## config.mk

```make
export PLATFORM = sky130hd
export DESIGN_NAME = fsm_entropy_overlay_mc
export DESIGN_NICKNAME = d
export VERILOG_FILES = /design/src/rtl/entropy_overlay_pkg.sv /design/src/rtl/entropy_overlay_channel.sv /design/src/rtl/fsm_entropy_overlay_mc.sv
export SDC_FILE = /design/constraint.sdc
export NUM_CORES = 1
export LEC_CHECK = 0
export ABC_AREA = 1
export CAP_MARGIN = 20
export CORE_ASPECT_RATIO = 0.75
export CORE_MARGIN = 1.5
export CORE_UTILIZATION = 50
export CTS_CLUSTER_SIZE = 40
export DETAILED_ROUTE_END_ITERATION = 8
export PLACE_DENSITY = 0.77
export SYNTH_ARGS = -nofsm -noshare
export SYNTH_HDL_FRONTEND = slang
export SYNTH_SLANG_ARGS = --single-unit
```

## constraint.sdc

```tcl
create_clock -name clk -period 5.84 [get_ports clk]
set_input_delay 0.876 -clock clk [delete_from_list [all_inputs] [get_ports clk]]
set_output_delay 0.876 -clock clk [all_outputs]
set_load 0.02 [all_outputs]
```

## src/rtl/entropy_overlay_pkg.sv

```systemverilog
// Shared encodings and the NORMAL-state decision for the multi-channel entropy overlay.
package entropy_overlay_pkg;

    typedef enum logic [1:0] {
        ST_NORMAL = 2'b00,
        ST_STALL  = 2'b01,
        ST_FLUSH  = 2'b10,
        ST_LOCK   = 2'b11
    } ovl_state_e;

    localparam logic [1:0] ML_OK    = 2'b00;
    localparam logic [1:0] ML_STALL = 2'b01;
    localparam logic [1:0] ML_FLUSH = 2'b10;
    localparam logic [1:0] ML_LOCK  = 2'b11;

    localparam logic [1:0] LVL_LOW      = 2'b00;
    localparam logic [1:0] LVL_MID      = 2'b01;
    localparam logic [1:0] LVL_CRITICAL = 2'b10;
    localparam logic [1:0] LVL_RSVD     = 2'b11;

    localparam logic [2:0] IT_LOAD   = 3'b001;
    localparam logic [2:0] IT_STORE  = 3'b010;
    localparam logic [2:0] IT_BRANCH = 3'b011;
    localparam logic [2:0] IT_JUMP   = 3'b100;

    localparam logic [1:0] MIS_HIGH_THREAT = 2'b01;
    localparam logic [1:0] MIS_DIAGNOSTIC  = 2'b10;

    // DIAGNOSTIC missions never lock on local evidence; such requests degrade to FLUSH.
    function automatic ovl_state_e diag_cap(input ovl_state_e ns, input logic [1:0] mission);
        return (mission == MIS_DIAGNOSTIC && ns == ST_LOCK) ? ST_FLUSH : ns;
    endfunction

    function automatic ovl_state_e normal_decision(
        input logic [1:0] ml,
        input logic       hazard,
        input logic [1:0] level,
        input logic       over_thr,
        input logic [2:0] itype,
        input logic [1:0] mission
    );
        ovl_state_e ns;
        logic       ht;
        ht = (mission == MIS_HIGH_THREAT);
        ns = ST_NORMAL;
        if (ml == ML_STALL)
            ns = ST_STALL;
        else if (ml == ML_FLUSH)
            ns = ST_FLUSH;
        else if (ml == ML_LOCK)
            ns = ST_LOCK;
        else if (hazard)
            ns = ST_STALL;
        else if (level == LVL_CRITICAL)
            ns = ht ? ST_LOCK : ST_FLUSH;
        else if (over_thr)
            ns = ht ? ST_FLUSH : ST_STALL;
        else if (level == LVL_MID || level == LVL_RSVD) begin
            if (itype == IT_BRANCH || itype == IT_JUMP)
                ns = ST_STALL;
            else if (itype == IT_LOAD || itype == IT_STORE)
                ns = ht ? ST_FLUSH : ST_STALL;
        end
        return diag_cap(ns, mission);
    endfunction

endpackage

```

## src/rtl/entropy_overlay_channel.sv

```systemverilog
// One NORMAL/STALL/FLUSH/LOCK controller with its clear-hold and stall-timeout counters.
module entropy_overlay_channel
    import entropy_overlay_pkg::*;
#(
    parameter int ENT_W               = 8,
    parameter int HOLD_CYCLES         = 4,
    parameter int STALL_TIMEOUT       = 32,
    parameter int LOCK_RELEASE_CYCLES = 16
) (
    input  logic             clk,
    input  logic             rst_n,
    input  logic [1:0]       ml_action,
    input  logic [ENT_W-1:0] score,
    input  logic             hazard,
    input  logic [1:0]       level,
    input  logic [2:0]       itype,
    input  logic             shock,
    input  logic             quantum_override,
    input  logic             lock_req,
    input  logic             flush_req,
    input  logic [1:0]       mission,
    input  logic [ENT_W-1:0] threshold,
    input  logic             lock_clear_ack,
    input  logic             global_lock,
    output ovl_state_e       state,
    output ovl_state_e       state_next
);

    localparam int HOLD_MAX = (HOLD_CYCLES > LOCK_RELEASE_CYCLES) ? HOLD_CYCLES : LOCK_RELEASE_CYCLES;
    localparam int HOLD_W   = $clog2(HOLD_MAX + 1);
    localparam int STALL_W  = $clog2(STALL_TIMEOUT + 1);

    localparam logic [HOLD_W-1:0]  HOLD_SAT   = HOLD_W'(HOLD_MAX);
    localparam logic [HOLD_W-1:0]  HOLD_LAST  = HOLD_W'(HOLD_CYCLES - 1);
    localparam logic [HOLD_W-1:0]  REL_LAST   = HOLD_W'(LOCK_RELEASE_CYCLES - 1);
    localparam logic [STALL_W-1:0] STALL_LAST = STALL_W'(STALL_TIMEOUT - 1);

    ovl_state_e         state_q, state_d;
    logic [HOLD_W-1:0]  hold_q, hold_d;
    logic [STALL_W-1:0] stall_q, stall_d;
    logic               over_thr, clear, ht;

    always_comb begin
        over_thr = (score > threshold);
        clear    = (ml_action == ML_OK) && !hazard && (level == LVL_LOW) && !over_thr && !shock;
        ht       = (mission == MIS_HIGH_THREAT);
        state_d  = state_q;

        if (quantum_override || lock_req)
            state_d = ST_LOCK;
        else if (flush_req)
            state_d = (state_q == ST_LOCK) ? ST_LOCK : ST_FLUSH;
        else if (shock) begin
            case (state_q)
                ST_NORMAL: state_d = ST_FLUSH;
                ST_LOCK:   state_d = ST_LOCK;
                default:   state_d = diag_cap(ST_LOCK, mission);
            endcase
        end else if (global_lock)
            state_d = ST_LOCK;
        else begin
            case (state_q)
                ST_NORMAL:
                    state_d = normal_decision(ml_action, hazard, level, over_thr, itype, mission);
                ST_STALL: begin
                    if (ml_action == ML_FLUSH || ml_action == ML_LOCK)
                        state_d = diag_cap(ovl_state_e'(ml_action), mission);
                    else if (clear && hold_q >= HOLD_LAST)
                        state_d = ST_NORMAL;
                    else if (stall_q >= STALL_LAST)
                        state_d = ST_FLUSH;
                end
                ST_FLUSH: begin
                    if (ml_action == ML_LOCK)
                        state_d = diag_cap(ST_LOCK, mission);
                    else if (ml_action == ML_STALL)
                        state_d = ST_STALL;
                    else if (clear && hold_q >= HOLD_LAST)
                        state_d = ST_NORMAL;
                end
                default: begin
                    if (clear && hold_q >= REL_LAST && (!ht || lock_clear_ack))
                        state_d = ST_NORMAL;
                end
            endcase
        end

        // Counters restart on any state change so each dwell is measured from entry.
        if (clear && state_d == state_q)
            hold_d = (hold_q == HOLD_SAT) ? hold_q : hold_q + 1'b1;
        else
            hold_d = '0;

        if (state_q == ST_STALL && state_d == ST_STALL)
            stall_d = (stall_q == STALL_LAST) ? stall_q : stall_q + 1'b1;
        else
            stall_d = '0;
    end

    always_ff @(posedge clk or negedge rst_n) begin
        if (!rst_n) begin
            state_q <= ST_NORMAL;
            hold_q  <= '0;
            stall_q <= '0;
        end else begin
            state_q <= state_d;
            hold_q  <= hold_d;
            stall_q <= stall_d;
        end
    end

    assign state      = state_q;
    assign state_next = state_d;

endmodule

```

## src/rtl/fsm_entropy_overlay_mc.sv

```systemverilog
// Multi-channel entropy overlay: per-channel controllers plus lock quorum, max-score tracking and event counters.
module fsm_entropy_overlay_mc
    import entropy_overlay_pkg::*;
#(
    parameter int NUM_CH              = 4,
    parameter int ENT_W               = 8,
    parameter int HOLD_CYCLES         = 4,
    parameter int STALL_TIMEOUT       = 32,
    parameter int LOCK_RELEASE_CYCLES = 16,
    parameter int LOCK_QUORUM         = 2,
    localparam int CH_W               = (NUM_CH > 1) ? $clog2(NUM_CH) : 1
) (
    input  logic                    clk,
    input  logic                    rst_n,
    input  logic [2*NUM_CH-1:0]     ml_predicted_action,
    input  logic [ENT_W*NUM_CH-1:0] entropy_score,
    input  logic [NUM_CH-1:0]       hazard_flag,
    input  logic [2*NUM_CH-1:0]     classified_entropy_level,
    input  logic [3*NUM_CH-1:0]     instr_type,
    input  logic [NUM_CH-1:0]       shock_detected,
    input  logic                    quantum_override,
    input  logic                    analog_lock_override,
    input  logic                    analog_flush_override,
    input  logic                    override_auth_valid,
    input  logic [1:0]              mission_profile,
    input  logic [ENT_W-1:0]        entropy_threshold,
    input  logic                    lock_clear_ack,
    output logic [2*NUM_CH-1:0]     fsm_state,
    output logic                    global_lock,
    output logic [ENT_W-1:0]        max_entropy_out,
    output logic [CH_W-1:0]         max_entropy_ch,
    output logic [15:0]             lock_event_count,
    output logic [7:0]              auth_fail_count
);

    ovl_state_e ch_state [NUM_CH];
    ovl_state_e ch_next  [NUM_CH];
    logic       lock_req, flush_req;

    assign lock_req  = override_auth_valid && analog_lock_override;
    assign flush_req = override_auth_valid && analog_flush_override;

    for (genvar g = 0; g < NUM_CH; g++) begin : g_ch
        entropy_overlay_channel #(
            .ENT_W              (ENT_W),
            .HOLD_CYCLES        (HOLD_CYCLES),
            .STALL_TIMEOUT      (STALL_TIMEOUT),
            .LOCK_RELEASE_CYCLES(LOCK_RELEASE_CYCLES)
        ) u_ch (
            .clk             (clk),
            .rst_n           (rst_n),
            .ml_action       (ml_predicted_action[2*g +: 2]),
            .score           (entropy_score[ENT_W*g +: ENT_W]),
            .hazard          (hazard_flag[g]),
            .level           (classified_entropy_level[2*g +: 2]),
            .itype           (instr_type[3*g +: 3]),
            .shock           (shock_detected[g]),
            .quantum_override(quantum_override),
            .lock_req        (lock_req),
            .flush_req       (flush_req),
            .mission         (mission_profile),
            .threshold       (entropy_threshold),
            .lock_clear_ack  (lock_clear_ack),
            .global_lock     (global_lock),
            .state           (ch_state[g]),
            .state_next      (ch_next[g])
        );
        assign fsm_state[2*g +: 2] = ch_state[g];
    end

    int               n_locked, n_enter;
    logic [31:0]      evt_sum;
    logic [15:0]      lock_evt_d;
    logic [7:0]       auth_fail_d;
    logic [ENT_W-1:0] best_val_p0;
    logic [CH_W-1:0]  best_idx_p0;

    always_comb begin
        n_locked = 0;
        n_enter  = 0;
        for (int i = 0; i < NUM_CH; i++) begin
            if (ch_state[i] == ST_LOCK)
                n_locked++;
            if (ch_state[i] != ST_LOCK && ch_next[i] == ST_LOCK)
                n_enter++;
        end
        evt_sum    = {16'b0, lock_event_count} + n_enter;
        lock_evt_d = (evt_sum > 32'h0000_FFFF) ? 16'hFFFF : evt_sum[15:0];

        auth_fail_d = auth_fail_count;
        if ((analog_lock_override || analog_flush_override) && !override_auth_valid && auth_fail_count != 8'hFF)
            auth_fail_d = auth_fail_count + 8'd1;

        // Strict comparison keeps the lowest index on ties.
        best_val_p0 = entropy_score[ENT_W-1:0];
        best_idx_p0 = '0;
        for (int i = 1; i < NUM_CH; i++) begin
            if (entropy_score[ENT_W*i +: ENT_W] > best_val_p0) begin
                best_val_p0 = entropy_score[ENT_W*i +: ENT_W];
                best_idx_p0 = CH_W'(i);
            end
        end
    end

    // Stage p0 -> registered outputs
    always_ff @(posedge clk or negedge rst_n) begin
        if (!rst_n) begin
            global_lock      <= 1'b0;
            lock_event_count <= '0;
            auth_fail_count  <= '0;
            max_entropy_out  <= '0;
            max_entropy_ch   <= '0;
        end else begin
            global_lock      <= (n_locked >= LOCK_QUORUM);
            lock_event_count <= lock_evt_d;
            auth_fail_count  <= auth_fail_d;
            max_entropy_out  <= best_val_p0;
            max_entropy_ch   <= best_idx_p0;
        end
    end

endmodule

```

* Yosys cells after proc, flatten, opt, wreduce, memory -nomap -nowiden
Index checks and enable logic that the tools add are counted.
** Word-level totals
- Bits in registers :: 87
- Latch bits :: 0
- RAM bits :: 0
- ROM bits :: 0
- Output and inout port bits :: 43
- Memories kept :: 0
** Cells by class
- $add $sub $neg :: 16
- Multipliers :: 0
- Divide/modulo/power cells :: 0
- Order comparisons :: 21
- Equality and inequality tests :: 91
- Shift-type cells :: 0
- Multiplexer cells :: 154
- Bitwise operators :: 0
- Reductions and logical operators :: 97
** Operator list (number)
- two-way mux 2 bit :: 111
- adder 32 x 2 -> 32 bit (second input constant) :: 6
- two-way mux 32 bit :: 6
- == test 2 bit (second input constant) :: 33
- > comparator 8 bit :: 7
- logical AND 1 bit :: 52
- two-way mux 6 bit :: 8
- two-way mux 5 bit :: 8
- == test 2 x 1 -> 1 bit (second input constant) :: 17
- adder 16 x 32 -> 32 bit :: 1
- >= comparator 32 x 3 -> 1 bit (second input constant) :: 1
- > comparator 32 x 16 -> 1 bit (second input constant) :: 1
- adder 6 x 1 -> 6 bit (second input constant) :: 4
- == test 3 x 2 -> 1 bit (second input constant) :: 8
- == test 6 x 5 -> 1 bit (second input constant) :: 4
- >= comparator 6 x 5 -> 1 bit (second input constant) :: 4
- logical NOT 2 bit :: 12
- two-way mux 8 bit :: 3
- != test 2 bit (second input constant) :: 12
- case mux 2 bit (3 select lines) :: 4
- adder 5 x 1 -> 5 bit (second input constant) :: 4
- == test 5 bit (second input constant) :: 4
- >= comparator 5 x 2 -> 1 bit (second input constant) :: 4
- >= comparator 5 x 4 -> 1 bit (second input constant) :: 4
- other kinds (11) :: 61

* Logic depth before layout (Yosys ltp)
- Depth in word-level cells :: 36
- Depth in mapped cells :: 44
- Mapped depth without buffers :: 44

* Cells and area by module
Synthesis repeated with hierarchy kept, for this count alone.
** Second synthesis, totals
- Cells, all modules :: 1148
- Area total of the unflattened synthesis :: 8154.1 sq um
** Modules (own cells, without submodules)
- entropy_overlay_channel at g_ch[1].u_ch ... :: instances 3, cells an instance 196, area an instance 1332.5 sq um
- fsm_entropy_overlay_mc :: instances 1, cells an instance 367, area an instance 2845.2 sq um
- entropy_overlay_channel at g_ch[0].u_ch :: instances 1, cells an instance 193, area an instance 1311.3 sq um

* Least setup slack after synthesis
OpenSTA, ideal clock, no wires.
- Kind :: input port to flip-flop
- From :: input entropy_threshold[1]
- To :: register lock_event_count[15]
- Data arrival time :: 5152 ps
- Data required time :: 5719 ps
- Slack :: 567 ps
- Cell stages on the path :: 44
- Buffers on the path :: 0
- Cell sequence :: inv_1 > ha_1 > inv_1 > nor2_1 > o21ai_1 > nand2_1 > nand2_1 > nand3_1 > nand2_1 > nand2_1 > inv_1 > o21ai_1 > nand2_1 > nand2_1 > o211ai_1 > nand3_1 > nand2_1 > nand2_1 > (+8 left out) > inv_1 > ha_1 > nand3_1 > nand2_1 > inv_1 > nor2_1 > ha_1 > nand3_1 > and2_1 > nor2_1 > o21ai_1 > nor3_1 > nand3_1 > nor3_1 > inv_1 > nor2_1 > nand3_1 > a22o_1
** RTL lines
- start: declaration :: RTL line fsm_entropy_overlay_mc.sv:26 : input logic [ENT_W-1:0] entropy_threshold,
- end signal: assignment :: RTL line fsm_entropy_overlay_mc.sv:115 : lock_event_count <= lock_evt_d;
- end: declaration :: RTL line fsm_entropy_overlay_mc.sv:32 : output logic [15:0] lock_event_count,

==> impl_metrics.tcl <==
set metrics [dict create \
    power_mw 2.40 \
    r2r_cells 30 \
    ir_drop_mv 0.175 \
    drc 0 \
    nets 1428 \
    hold_class "in2async" \
    cts_buffers 9 \
    wl_per_cell_um 14.8 \
    slew_headroom_pct 34.4 \
    reg2reg_to "lock_event_count[15]" \
    io_pins 128 \
    cts_tree "yes" \
    die_area_mm2 0.0157 \
    ff2ff_setup_slack_ns 0.96 \
    clockRootBuffer "clkbuf_16" \
    grt.total_usage_pct 26.2 \
    cp.required_ns 6.08 \
    clk_latency_ns 0.35 \
    fmax_ghz 0.177 \
    dpl_cell_area_mm2 0.00943 \
    synth_edf_count 0 \
    rsz0062_at_grt "true" \
    netlist_area_mm2 0.00748 \
    grt_pass1_wl_um 32400 \
    fin_hold_ws_ns 0.346 \
    clock-sinks 87 \
    endpoint_kind "flop" \
    overflow 0 \
    grt_max_degree 77 \
    port_buffers 127 \
    yosysSeqAreaShare_pct 29.1 \
    maxSlewViolCount 0 \
    power_density_mw_per_mm2 235 \
    crit_path_start_kind "primary input" \
    crit_type "in2reg" \
    layout_commonest_cell "nand2_1" \
    cts_buffer_depth 2 \
    first_pass_iters 7 \
    cp_common_cell "nand2_1" \
    setup_viol 0 \
    layout_common_cells "nand2_1, inv_1, nor2_1" \
    arrival_ns 5.90 \
    power.leakage_nw 5.09 \
    rows 38 \
    fin_area_mm2 0.0102 \
    clkTransAtPathRegs_ns 0.07 \
    status "complete, no violations" \
    crit_path_max_fanout 4 \
    worstReg2RegStart "g_ch[0].u_ch.hold_q[0]" \
    ys.flop_type "dfrtp_1" \
    die_y_um 109 \
    syn-num-nets 1230 \
    ys_ff_latch 87 \
    grt_pass1_vias 6946 \
    vias 7684 \
    antenna_found_initial 0 \
    start_util_pct 51.4 \
    crit_slowest_cell "clkdlybuf4s50_1" \
    postSynth.asyncResetShare_pct 100 \
    antenna_cells 0 \
    final_hold_viol_count 0 \
    core_mm2 0.0145 \
    hold_buffers 0 \
    area_growth_pct 36.2 \
    min_period_ns 5.65 \
    slowest_delay_ns 0.51 \
    cap_viol_max_count 0 \
    drive_gt1_share_pct 14.3 \
    yosysUniqueCellTypes 50 \
    place_hpwl_um 15800 \
    drt_iter0_markers 604 \
    worst_slew_pin_slew_ns 0.984 \
    tns_ns 0 \
    finalCritPeriodShare_pct 96.8 \
    viasPerCell 5.31 \
    syn_inst 1045 \
    gp_congestion 0.933 \
    skew_ns 0.00745 \
    drtAntennaViolNets 0 \
    die_x_um 144 \
    synth.avg_cell_area_um2 7.15 \
    routed_wl_um 21400 \
    htree_levels 3 \
    yosysWarnings 0 \
]
[cells by family (layout without fill, tap and decap cells)]
logic type	Yosys count	in the layout	synth area share, %
AO/OA/AOI/OAI	147	147	11.0
XOR/XNOR	35	35	4.10
adder cells (fa/ha/maj)	100	100	16.8
buffers and inverters	153	356	7.83
multiplexers	1	1	0.151
flip-flops	87	87	29.1
other	1	1	0.0502
AND/OR/NAND/NOR	521	521	30.9
[flip-flops by register name (all words and copies together), names as in the netlist]
register	flops
g_ch.u_ch.hold_q	20
max_entropy_ch	2
g_ch.u_ch.state	8
g_ch.u_ch.stall_q	24
lock_event_count	16
auth_fail_count	8
global_lock	1
max_entropy_out	8
[power by group]
group / internal (mW) / switching (mW)
Sequential: 0.695 / 0.0884
Clock: 0.389 / 0.259
Combinational: 0.440 / 0.526
Total: 1.52 / 0.873
[metal layers]
metal	vias up	GRT usage, %	part of all wire, %
met5	-	0	0
met3	46	3.34	5.2
met4	0	6.28	1.9
li1	3838	-	-
met1	3571	36.8	47
met2	229	43.0	46
[worst max-delay path by stage]
stage | depth (start not counted) | from | endpoint
global route | 37 | entropy_score[14] | lock_event_count[15]
floorplan | 44 | entropy_threshold[1] | lock_event_count[15]
finish | 37 | entropy_score[14] | lock_event_count[15]
CTS | 41 | entropy_threshold[1] | lock_event_count[15]
global placement | 39 | entropy_threshold[3] | lock_event_count[15]
detailed placement | 41 | entropy_threshold[1] | lock_event_count[15]
[final cells by class]
cell class	instances	area, um2
well taps	200	250
clock buffers	10	239
inverters	147	552
fillers	1183	4360
flip-flops and latches	87	2180
repair buffers	193	1820
multi-input cells	805	5060
clock inverters	6	90.1
[cells in the mapped netlist (2+ instances only)]
library cell  number  area (um2)
nor3_4             3        48.8
a31oi_1            9        56.3
inv_2              3        11.3
or2_2              5        31.3
nand3b_1          10        75.1
clkbuf_1           3        11.3
o21ai_0           46         230
nor2_1           116         435
inv_1            143         537
o21ai_1            8        40.0
nand3_1           80         400
a21oi_1           60         300
nand3_2            8        80.1
xor2_1            25         219
a21boi_0           2        15.0
nand2_1          251         942
xnor2_1           10        87.6
or2_1              3        18.8
nor3_1            10        50.1
nand2_2            5        31.3
ha_1              99        1240
o211ai_1           8        60.1
o31ai_1            2        15.0
dfrtp_1           87        2180
nand4_1           20         125
and2_1             4        25.0
a21o_1             2        15.0
[repair_timing]
item                                   in CTS  in global routing
setup buffers                               0                  4
setup endpoints to repair                   2                 23
endpoints found under the hold margin       0                  0
gates resized for setup                     1                 91
gates cloned                                0                  0
pin swaps                                   0                 35
[worst max-delay path, delay by kind of cell]
kind | cells | cell delay, ns
fa+ha+maj | 4 | 1.13
buf+inv | 6 | 0.91
compound gates | 2 | 0.28
simple gates | 25 | 2.68
[stage by stage]
step	setup WS [ns]	util [%]	cells
finish	0.186	70.0	1448
global route	-0.156	70.0	1448
CTS	0.0360	67.1	1444
detailed placement	-0.379	64.8	1428
global placement	-0.102	64.8	1428
floorplan	0.567	-	1045
Power figures use the tool's default switching activity.
